<file path="src/rtl/wb_pkg.sv">
// Shared types and default sizing for the writeback arbiter slice.
package wb_pkg;

  localparam int unsigned DEPTH_DEF = 4;
  localparam int unsigned DW_DEF    = 32;
  localparam int unsigned AW_DEF    = 5;

  localparam logic [AW_DEF-1:0] REG_ZERO = 5'd0;

  typedef struct packed {
    logic [AW_DEF-1:0] rd;
    logic [DW_DEF-1:0] data;
  } wb_entry_t;

endpackage

</file>
<file path="src/rtl/wb_fifo.sv">
// Synchronous FIFO of writeback entries; head is readable combinationally.
module wb_fifo
  import wb_pkg::*;
#(
  parameter int unsigned DEPTH = DEPTH_DEF
) (
  input  logic                   clk,
  input  logic                   rst,
  input  logic                   push,
  input  logic                   pop,
  input  wb_entry_t              din,
  output wb_entry_t              head_c,
  output logic                   full_c,
  output logic                   empty_c,
  output logic [$clog2(DEPTH):0] count
);

  localparam int unsigned PW = $clog2(DEPTH);
  localparam int unsigned CW = PW + 1;

  wb_entry_t         mem [DEPTH];
  logic [PW-1:0]     rd_ptr;
  logic [PW-1:0]     wr_ptr;
  logic [CW-1:0]     cnt;

  // Storage is not reset; cleared pointers make stale entries unreachable.
  always_ff @(posedge clk) begin
    if (push) mem[wr_ptr] <= din;
  end

  always_ff @(posedge clk) begin
    if (rst) begin
      rd_ptr <= '0;
      wr_ptr <= '0;
      cnt    <= '0;
    end else begin
      if (push) wr_ptr <= wr_ptr + PW'(1);
      if (pop)  rd_ptr <= rd_ptr + PW'(1);
      case ({push, pop})
        2'b10:   cnt <= cnt + CW'(1);
        2'b01:   cnt <= cnt - CW'(1);
        default: cnt <= cnt;
      endcase
    end
  end

  assign head_c  = mem[rd_ptr];
  assign full_c  = (cnt == CW'(DEPTH));
  assign empty_c = (cnt == '0);
  assign count   = cnt;

endmodule

</file>
<file path="src/rtl/wb_arbiter.sv">
// Writeback arbiter: ALU port A always wins, port B is buffered in order.
// Optional same-cycle B bypass into an idle arbiter: define WB_BYPASS_EN.
module wb_arbiter
  import wb_pkg::*;
#(
  parameter int unsigned DEPTH = DEPTH_DEF,
  parameter int unsigned DW    = DW_DEF,
  parameter int unsigned AW    = AW_DEF
) (
  input  logic                   clk,
  input  logic                   rst,
  input  logic                   a_valid,
  input  logic [AW-1:0]          a_rd,
  input  logic [DW-1:0]          a_data,
  input  logic                   b_valid,
  output logic                   b_ready,
  input  logic [AW-1:0]          b_rd,
  input  logic [DW-1:0]          b_data,
  output logic                   we,
  output logic [AW-1:0]          wa,
  output logic [DW-1:0]          din,
  output logic [$clog2(DEPTH):0] occupancy
);

  wb_entry_t push_entry;
  wb_entry_t head;
  logic      fifo_full;
  logic      fifo_empty;
  logic      a_eff;
  logic      b_keep;
  logic      bypass;
  logic      push;
  logic      pop;

  // Ready depends only on reset and registered fill level.
  assign b_ready = !rst && !fifo_full;

  assign push_entry.rd   = AW_DEF'(b_rd);
  assign push_entry.data = DW_DEF'(b_data);

  // Write select: A, then FIFO head, then (optionally) bypassed B.
  always_comb begin
    a_eff  = a_valid && (a_rd != AW'(REG_ZERO));
    b_keep = b_valid && b_ready && (b_rd != AW'(REG_ZERO));
    bypass = 1'b0;
    pop    = 1'b0;
    we     = 1'b0;
    wa     = '0;
    din    = '0;
    if (rst) begin
      we = 1'b0;
    end else if (a_eff) begin
      we  = 1'b1;
      wa  = a_rd;
      din = a_data;
    end else if (!fifo_empty) begin
      we  = 1'b1;
      wa  = AW'(head.rd);
      din = DW'(head.data);
      pop = 1'b1;
`ifdef WB_BYPASS_EN
    end else if (b_keep) begin
      bypass = 1'b1;
      we     = 1'b1;
      wa     = b_rd;
      din    = b_data;
`endif
    end
    push = b_keep && !bypass;
  end

  wb_fifo #(
    .DEPTH(DEPTH)
  ) u_fifo (
    .clk    (clk),
    .rst    (rst),
    .push   (push),
    .pop    (pop),
    .din    (push_entry),
    .head_c (head),
    .full_c (fifo_full),
    .empty_c(fifo_empty),
    .count  (occupancy)
  );

endmodule

</file>
<file path="config.mk">
export PLATFORM = sky130hd
export DESIGN_NAME = wb_arbiter
export DESIGN_NICKNAME = d
export VERILOG_FILES = /design/src/rtl/wb_pkg.sv /design/src/rtl/wb_fifo.sv /design/src/rtl/wb_arbiter.sv
export SDC_FILE = /design/constraint.sdc
export NUM_CORES = 1
export LEC_CHECK = 0
export ABC_CLOCK_PERIOD_IN_PS = 3420
export BUFFER_PORTS_ARGS = -buffer_cell sky130_fd_sc_hd__buf_2
export CAP_MARGIN = 5
export CORE_MARGIN = 4
export CORE_UTILIZATION = 55
export CTS_BUF_LIST = sky130_fd_sc_hd__clkbuf_4 sky130_fd_sc_hd__clkbuf_8
export DETAILED_ROUTE_END_ITERATION = 12
export PLACE_DENSITY_LB_ADDON = 0.15
export SYNTH_ARGS = -nofsm -noshare
export SYNTH_HDL_FRONTEND = slang
export SYNTH_HIERARCHICAL = 1
export SYNTH_SLANG_ARGS = --single-unit
</file>
<file path="constraint.sdc">
create_clock -name clk -period 3.42 [get_ports clk]
set_input_delay 0.513 -clock clk [delete_from_list [all_inputs] [get_ports clk]]
set_output_delay 0.513 -clock clk [all_outputs]
set_load 0.05 [all_outputs]
</file>
==> metrics.md, run 1 <==
| Metric | Value |
|---|---|
| Status | completed |
| Cell Pwr Density | approximately 500 mW/mm² |
| # H-tree levels | 4 |
| Leakage | around 2.9 nW |
| Hold buffer count at cts | 0 |
| Largest net degree at the start of global routing | ~50 |
| Number of synthesized flops with an enable pin | approximately 150 |
| Most numerous cell in the Yosys netlist | edfxtp_1 |
| Req. time, crit path | between 2 and 3 ns |
| YS warnings | 6 |
| Peak VDD IR | between 0.3 and 0.4 mV |
| CP max FO | 28 |
| Met2 wire len | 9170 µm |
| # Max-Cap Violations | 0 |
| Total Routing Usage GR | about a quarter |
| Vias in the first global route | slightly above 5000 |
| CTS Buffer Depth | 2 |
| Fmax | about 0.32 GHz |
| Rows | 42 |
| Hold violation count in the final report | 0 |
| Post-CTS Setup Inserts | 0 |
| Crit path time final | around 3.1 ns |
| Avg Inst Size Synth | 15.7 µm² |
| CP Class | reg -> out |
| Post-synthesis cell type count | 37 |
| DR vias/cell | between 6 and 7 |
| First-pass GRT wire length | ~29000 µm |
| Die area | 0.0154 mm² |
| Post-DP HPWL | 11100 µm |
| Final wirelength | between 15000 and 20000 µm |
| Share of layout cells above drive strength 1 | roughly 35% |
| Register area share after synthesis | between 60 and 70% |
| Clk pin slew, worst setup/hold paths | 0.08 ns |
| Cell taking the most area after synthesis | edfxtp_1 |
| First DRT Iteration DRCs | 418 |
| Max_slew headroom | between 40% and 50% |
| Final Setup Violations | 0 |
| Worst Hold Class | in -> reg |
| RD Place Congestion | around 0.76 |
| Wire per inst | roughly 24 µm |
| Worst skew pair latency | roughly 0.45 ns |
| CTS tree | done |
| Post-cts resize count | 0 |
| Length of the first detailed-routing pass in iterations | 5 |
| Worst EP arrival | approximately 2.6 ns |
| Post-route cell area | between 0.008 and 0.009 mm² |
| Final #Nets | 658 |
| Final Max Tran Viols | 0 |
| Syn nets | around 560 |
| Drt drc | 0 |
| DR vias | 5048 |
| Top Layer Used | met5 |
| Met3 WL | between 1000 and 1500 µm |
| Met1 WL | 7490 µm |
| Asr flop ratio synth | 0% |
| Skew final | approximately 0.007 ns |
| Commonest cells post-synth | edfxtp_1 (148), a21oi_1 (37) |
| RSZ-0062 raised after global routing | false |
| Root Buffer | clkbuf_8 |
| Core area | 0.0132 mm² |
| Flip-flop and latch count after synthesis | about 160 |
| GRT Residual Overflow | 0 |
| Initial antenna violation count | 2 |
| Area contributors post-synth | edfxtp_1 (60%), mux4_2 (9.1%), o311a_1 (4.3%) |
| Die height | between 100 and 150 µm |
| Syn-to-layout area delta | 14.7% |
| ANT nets after route | 0 |
| Setup TNS | 0 ns |
| Initial Util | 56.1% |
| Worst slew pin tran | around 0.76 ns |
| IO Pins | 120 |
| Post-synth top area share | about 60% |
| Die width | roughly 120 µm |
| CP endpoint kind | output pin |
| Syn Inst Count | between 400 and 500 |
| Startpoint Class | flop |
| Period utilization | between 90% and 100% |
| Synth Flop Type | edfxtp_1 |
| CTS Buf Count | 17 |
| Synthesized area | 0.00743 mm² |
| DP Area | 0.00814 mm² |
| Clock sinks | 157 |
| Port bufs | roughly 120 |
worst paths after layout:
check        slack [ns]             from  cells after the start           endpoint
max reg2reg        0.83  u_fifo/count[0]                      9    u_fifo/count[2]
max                0.33             flop                      6            din[20]
min                0.28       b_data[30]                      1  u_fifo/mem[0][30]
min reg2reg        0.55  u_fifo/count[2]                      2    u_fifo/count[2]
power by group:
group	switching [W]	leakage [nW]	internal [W]	total, W
Sequential	0.0000241	1.42	0.00215	0.00218
Combinational	0.000528	1.25	0.000256	0.000785
Clock	0.000639	0.189	0.000653	0.00129
Total	0.00119	2.86	0.00306	0.00425
critical path, cell delays in order (launching register included):
cell	delay, ns
dfxtp_2	0.54
buf_12	0.30
mux4_2	0.56
nor3b_1	0.16
a31oi_1	0.17
a21oi_1	0.12
buf_2	0.25
metrics by stage:
step | cells | setup WS, ns | power [W] | util (%) | hold WS [ns]
after floorplan | 474 | 0.0616 | 0.00278 | - | 0.485
after global placement | 731 | 0.804 | 0.00298 | 61.5 | 0.514
after detailed placement | 731 | 0.720 | 0.00300 | 61.5 | 0.534
after CTS | 763 | 0.288 | 0.00428 | 64.3 | 0.252
after global routing | 764 | 0.147 | 0.00443 | 64.3 | 0.257
final | 764 | 0.330 | 0.00425 | 64.3 | 0.280
routing by layer:
metal  track usage [%]  up-vias
met5                 0        -
met4              8.25        2
met3              5.15       28
met2              39.9      267
met1              32.0     2545
li1                  -     2206
final cells by class:
type | instances | area, µm²
Timing Repair Buffer | 135 | 793
Antenna cell | 1 | 2.50
Inverter | 8 | 30.0
Multi-Input combinational cell | 255 | 2470
Clock buffer | 19 | 249
Clock inverter | 13 | 125
Tap cell | 176 | 220
Fill cell | 999 | 4720
Sequential cell | 157 | 4630
placed cells by master, fill, tap and decap left out, types with 11 or more instances in the layout:
cell type and n:
clkbuf_8 17, buf_2 118, a31oi_1 32, nor3b_1 32
nor2_1 12, o311a_1 32, buf_4 11, mux4_2 30
a21oi_1 37, a41oi_1 32, edfxtp_1 148
kinds of logic after synthesis:
logic type / Yosys count / synth area share (%)
flops: 157 / 62.3
buf+inv: 62 / 4.67
xor+xnor: 5 / 0.590
compound gates: 141 / 14.1
simple gates: 65 / 5.58
mux: 38 / 11.7
fa+ha+maj: 6 / 1.11
sequential cells by signal, indices dropped and copies added (netlist names), named ones only:
name / count
u_fifo/count: 3
u_fifo/mem: 148
u_fifo/rd_ptr: 2
u_fifo/wr_ptr: 2
Note: power is estimated with default switching activity, not from simulation.
==> run 2: changes to the inputs <==
ABC_CLOCK_PERIOD_IN_PS = 2900   (was 3420)
clock period = 2.9 ns   (was 3.42 ns; I/O delays follow)
==> run 2 against run 1 <==
Against the previous run: non-clock buffer count grew 17; combinational power rose by 23%; die area stayed put; sequential share of layout area down 1.9 points; total power grew 29%; cell count increased by 2.2%; largest power group unchanged; clock power is 53% higher; flip-flop and latch count did not move; final area grew 3.7%; register-to-register slack worse by 0.27 ns; largest cell class unchanged.
==> metrics.md, run 2 (synthesis results as in run 1) <==
| Metric | Value |
|---|---|
| Length of the first detailed-routing pass in iterations | 5 |
| Crit path time final | roughly 2.8 ns |
| Share of layout cells above drive strength 1 | between 30% and 40% |
| Final Setup Violations | 0 |
| IO Pins | 120 |
| Initial Util | between 50% and 60% |
| Final WS setup | approximately 0.14 ns |
| Slowest stage cell, crit path | dfxtp_1 |
| Critical path origin | u_fifo/count[1] |
| Clk pin slew, worst setup/hold paths | 0.08 ns |
| Crit path cell chain | nor3_2 -> buf_4 -> clkinv_1 -> buf_4 -> a41oi_1 -> a21oi_1 -> buf_2 |
| Die area | between 0.015 and 0.02 mm² |
| Drt drc | 0 |
| Place WS | approximately 0.35 ns |
| CP max stage delay | ~0.34 ns |
| Max FFs per register | roughly 150 |
| Port bufs | roughly 120 |
| Largest register by flop count | u_fifo/mem |
| CTS tree | done |
| RD Place Congestion | about 0.75 |
| CTS Buffer Depth | 2 |
| Status | completed |
| Wire per inst | about 23 µm |
| Worst EP arrival | 2.32 ns |
| Die height | 124 µm |
| # Max-Cap Violations | 0 |
| Period utilization | a little over nine tenths |
| Critical Path Sink | din[3] |
| WP depth | 7 |
| Final Max Tran Viols | 0 |
| CTS Buf Count | 17 |
| Largest net degree at the start of global routing | just over 100 |
| Worst Hold Class | in -> reg |
| Commonest non-fill, non-tap cell in the layout | edfxtp_1 |
| DR vias | ~5000 |
| Clock sinks | ~160 |
| # H-tree levels | 4 |
| Top delay family on crit path | buffers and inverters |
| Total Routing Usage GR | 23.2% |
| Met2 wire len | approximately 8900 µm |
| First DRT Iteration DRCs | around 540 |
| Final #Nets | roughly 680 |
| Worst path most repeated cell | buf_4 |
| Req. time, crit path | between 2 and 2.5 ns |
| GRT Residual Overflow | 0 |
| Cell Pwr Density | approximately 620 mW/mm² |
| Skew final | roughly 0.0095 ns |
| First-pass GRT wire length | between 20000 and 30000 µm |
| FF-to-FF path depth | 13 |
| Die width | about 120 µm |
| Worst skew pair latency | roughly 0.44 ns |
| Commonest cells after routing, fill and taps aside | edfxtp_1 (148), buf_2 (118), a21oi_1 (37) |
| CP endpoint kind | output pin |
| Fmax | around 0.36 GHz |
| Max_slew headroom | slightly above 50% |
| Met1 WL | 7230 µm |
| Syn-to-layout area delta | 18.9% |
| Post-DP HPWL | approximately 11000 µm |
| Crit Reg-Reg Startpoint | u_fifo/count[0] |
| Startpoint Class | flop |
| Hold violation count in the final report | 0 |
| Vias in the first global route | slightly above 5000 |
| CP bufs+invs | 4 |
| Core area | ~0.013 mm² |
| Worst slew pin tran | 0.743 ns |
| CP Class | reg -> out |
| Total chip power | between 0.005 and 0.006 W |
| Dpl cells | 740 |
| Root Buffer | clkbuf_8 |
| Met3 WL | 1210 µm |
| Rows | 42 |
| Peak VDD IR | roughly 0.37 mV |
| Initial antenna violation count | 1 |
| Top Layer Used | met4 |
| Leakage | ~3.0 nW |
| ANT nets after route | 0 |
| Worst hold margin | roughly 0.2 ns |
| Final Non-Filler Cells | roughly 780 |
| Hold buffer count at cts | 0 |
| Reg2reg end | u_fifo/count[2] |
| CP max FO | 19 |
| Register-to-register setup slack | between 0.5 and 0.6 ns |
| Final wirelength | roughly 18000 µm |
| DR vias/cell | 6.54 |
-- run 2: cell count changes in the layout (fill, tap and decap cells not counted), moves of 2 or more --
cell	before	now
bufinv_16	2	7
clkinv_2	6	1
clkinv_4	1	4
buf_12	6	9
buf_4	11	25
clkbuf_4	2	0
-- run 2: layer usage --
| layer | track usage (%) | vias to the layer above |
|---|---|---|
| li1 | - | 2244 |
| met1 | 30.0 | 2589 |
| met2 | 38.0 | 239 |
| met3 | 5.37 | 33 |
| met4 | 9.67 | 0 |
| met5 | 0 | - |
-- run 2: layout make-up --
cell class / instances / area, µm²
Clock buffer: 17 / 234
Inverter: 8 / 30.0
Sequential cell: 157 / 4630
Antenna cell: 1 / 2.50
Tap cell: 176 / 220
Clock inverter: 15 / 269
Fill cell: 942 / 4410
Timing Repair Buffer: 152 / 958
Multi-Input combinational cell: 255 / 2490
-- run 2: timing repair --
item | CTS | global route
pin swaps | 0 | 0
gates resized for setup | 1 | 0
setup endpoints to repair | 13 | 10
buffers inserted | 0 | 8
-- run 2: worst min path at each step --
| stage | startpoint | to | slack, ns | cells past startpoint |
|---|---|---|---|---|
| 2_1_floorplan | u_fifo/rd_ptr[1] | flop | 0.48 | 2 |
| 3_3_place_gp | u_fifo/count[2] | u_fifo/count[2] | 0.50 | 2 |
| 3_5_place_dp | u_fifo/rd_ptr[1] | flop | 0.51 | 2 |
| 4_1_cts | b_data[12] | u_fifo/mem[2][12] | 0.17 | 1 |
| 5_1_grt | b_data[11] | u_fifo/mem[0][11] | 0.17 | 1 |
| 6_report | b_data[12] | u_fifo/mem[2][12] | 0.20 | 1 |
-- run 2: where the power goes --
part | total, W | internal (W) | switching [W]
registers | 0.00256 | 0.00254 | 0.0000255
logic | 0.000969 | 0.000336 | 0.000633
clock network | 0.00197 | 0.00120 | 0.000770
-- run 2: per-stage QoR --
stage / cell area [µm²] / utilization, % / setup TNS [ns]
after floorplan: 7450 / - / 0
after global placement: 8260 / 62.4 / 0
after detailed placement: 8260 / 62.4 / 0
after CTS: 8770 / 66.2 / 0
after global routing: 8830 / 66.7 / -0.00217
final: 8830 / 66.7 / 0
-- run 2: worst register-to-register path, delay by kind of cell, from the launching register on --
family | cells | cell delay (ns)
adder cells (fa/ha/maj) | 2 | 0.54
AND/OR/NAND/NOR | 4 | 0.65
buffers and inverters | 4 | 0.39
XOR/XNOR | 1 | 0.16
flip-flops | 1 | 0.35
AO/OA/AOI/OAI | 2 | 0.18
==> run 3: changes to the inputs <==
REMOVE_ABC_BUFFERS = 1   (was default)
TNS_END_PERCENT = 100   (was default)
==> run 3 against run 2 <==
Against the previous run: register-to-register slack is essentially flat; cell count shrank 1.2%; clock power down 19%; final area down 2.3%; hold slack improved by 0.0089 ns; global-route usage fell by 1.1 points; highest routed layer is now met5.
==> metrics.md, run 3 (synthesis results as in run 1) <==
| Metric | Value |
|---|---|
| Hold buffer count at cts | 0 |
| ANT nets after route | 0 |
| Initial antenna violation count | 2 |
| RD Place Congestion | 0.751 |
| # H-tree levels | 4 |
| Final design utilization | 65.1% |
| Total chip power | between 0.005 and 0.006 W |
| Core area | approximately 0.013 mm² |
| Cell Pwr Density | 591 mW/mm² |
| Post-DP HPWL | around 11000 µm |
| Setup TNS | 0 ns |
| Initial Util | between 50 and 60% |
| Dpl cells | 741 |
| FILL cells | 990 |
| Fmax | 0.361 GHz |
| Clock sinks | 157 |
| First-pass GRT wire length | around 27000 µm |
| Final Non-Filler Cells | 772 |
| Port bufs | around 120 |
| Wire per inst | 22.5 µm |
| Worst slew pin tran | 0.738 ns |
| # Max-Cap Violations | 0 |
| Peak VDD IR | approximately 0.38 mV |
| Syn-to-layout area delta | 16.2% |
| N_diodes | 0 |
| Crit path time final | 2.77 ns |
| IO Pins | 120 |
| Worst hold margin | between 0.2 and 0.25 ns |
| CP bufs+invs | 2 |
| Commonest non-fill, non-tap cell in the layout | edfxtp_1 |
| DR vias/cell | about 6.5 |
| CP max FO | 14 |
| CTS Buffer Depth | 2 |
| Skew final | approximately 0.0072 ns |
| Max_slew headroom | between 50% and 60% |
| Status | completed |
| Final wirelength | approximately 17000 µm |
| Worst Hold Class | in -> reg |
| CTS tree | done |
| Largest register by flop count | u_fifo/mem |
| Die height | ~120 µm |
| Die width | about 120 µm |
| Rows | 42 |
| Startpoint Class | flop |
| Root Buffer | clkbuf_8 |
| Crit path cell chain | buf_12 -> mux4_1 -> nor3b_1 -> a31oi_1 -> a21oi_1 -> buf_2 |
| CTS Buf Count | 17 |
| Die area | roughly 0.015 mm² |
| CP endpoint kind | output pin |
| Period utilization | 95.4% |
| CP max stage delay | roughly 0.61 ns |
| Worst EP arrival | 2.33 ns |
| Commonest cells after routing, fill and taps aside | edfxtp_1 (148), buf_2 (118), a21oi_1 (37) |
| Worst skew pair latency | between 0.4 and 0.5 ns |
| Final Setup Violations | 0 |
| DR vias | between 5000 and 6000 |
| Share of layout cells above drive strength 1 | approximately 36% |
| RSZ-0062 raised after global routing | false |
| Length of the first detailed-routing pass in iterations | 5 |
| Top delay family on crit path | multiplexers |
| Total Routing Usage GR | ~22% |
| Hold violation count in the final report | 0 |
| Final #Nets | 669 |
| Drt drc | 0 |
| CP Class | reg -> out |
| Largest net degree at the start of global routing | between 100 and 150 |
| Clk pin slew, worst setup/hold paths | about 0.080 ns |
| GRT Residual Overflow | 0 |
| Req. time, crit path | roughly 2.5 ns |
| Max FFs per register | ~150 |
| Slowest stage cell, crit path | mux4_1 |
| First DRT Iteration DRCs | about 370 |
| Vias in the first global route | roughly 5200 |
| Final Max Tran Viols | 0 |
| Leakage | 2.92 nW |
run 3: cell count changes in the layout (fill, tap and decap cells not counted), sizes merged:
cell	previous run	this run
clkinv	7	5
diode	1	0
buf	152	145
clkinvlp	2	3
clkbuf	17	19
bufinv	7	3
inv	7	9
run 3: timing repair:
action                     CTS  global route
gates resized for setup      0             3
setup endpoints to repair    0            32
setup buffers                0             0
run 3: final timing paths:
path                            slack [ns]  depth (start not counted)             start                end
worst min register to register        0.55                          2  u_fifo/rd_ptr[0]               flop
worst max-delay path                  0.13                          6              flop             din[1]
worst min-delay path                  0.21                          1        b_data[21]  u_fifo/mem[0][21]
worst max register to register        0.56                          8   u_fifo/count[0]  u_fifo/mem[2][29]
run 3: area by class of cell:
| class | instances | area, µm² | share of cell area (%) |
|---|---|---|---|
| Clock buffer | 18 | 241 | 2.80 |
| Tap cell | 176 | 220 | 2.55 |
| Timing Repair Buffer | 146 | 888 | 10.3 |
| Multi-Input combinational cell | 255 | 2470 | 28.7 |
| Sequential cell | 157 | 4630 | 53.6 |
| Clock inverter | 12 | 146 | 1.70 |
| Inverter | 8 | 30.0 | 0.348 |
run 3: stage by stage:
stage	worst slack [ns]	cell area (µm²)
finish	0.132	8630
CTS	0.0542	8590
global placement	0.325	8210
global route	0.00797	8630
detailed placement	0.277	8210
floorplan	-2.18	7110
run 3: power by group:
group	switching (W)	leakage [nW]	total, W	internal [W]
Clock	0.000744	0.187	0.00159	0.000845
Sequential	0.0000229	1.42	0.00256	0.00254
Combinational	0.000620	1.31	0.000945	0.000325
run 3: per-layer routing:
layer  vias to the layer above  wire length (µm)  part of all wire (%)  track usage (%)
met5                         -                13                 0.075                0
met1                      2523              7070                    41             27.5
li1                       2229                 -                     -                -
met4                         2               280                   1.6             7.48
met3                        34              1280                   7.4             6.19
met2                       256              8730                    50             37.5
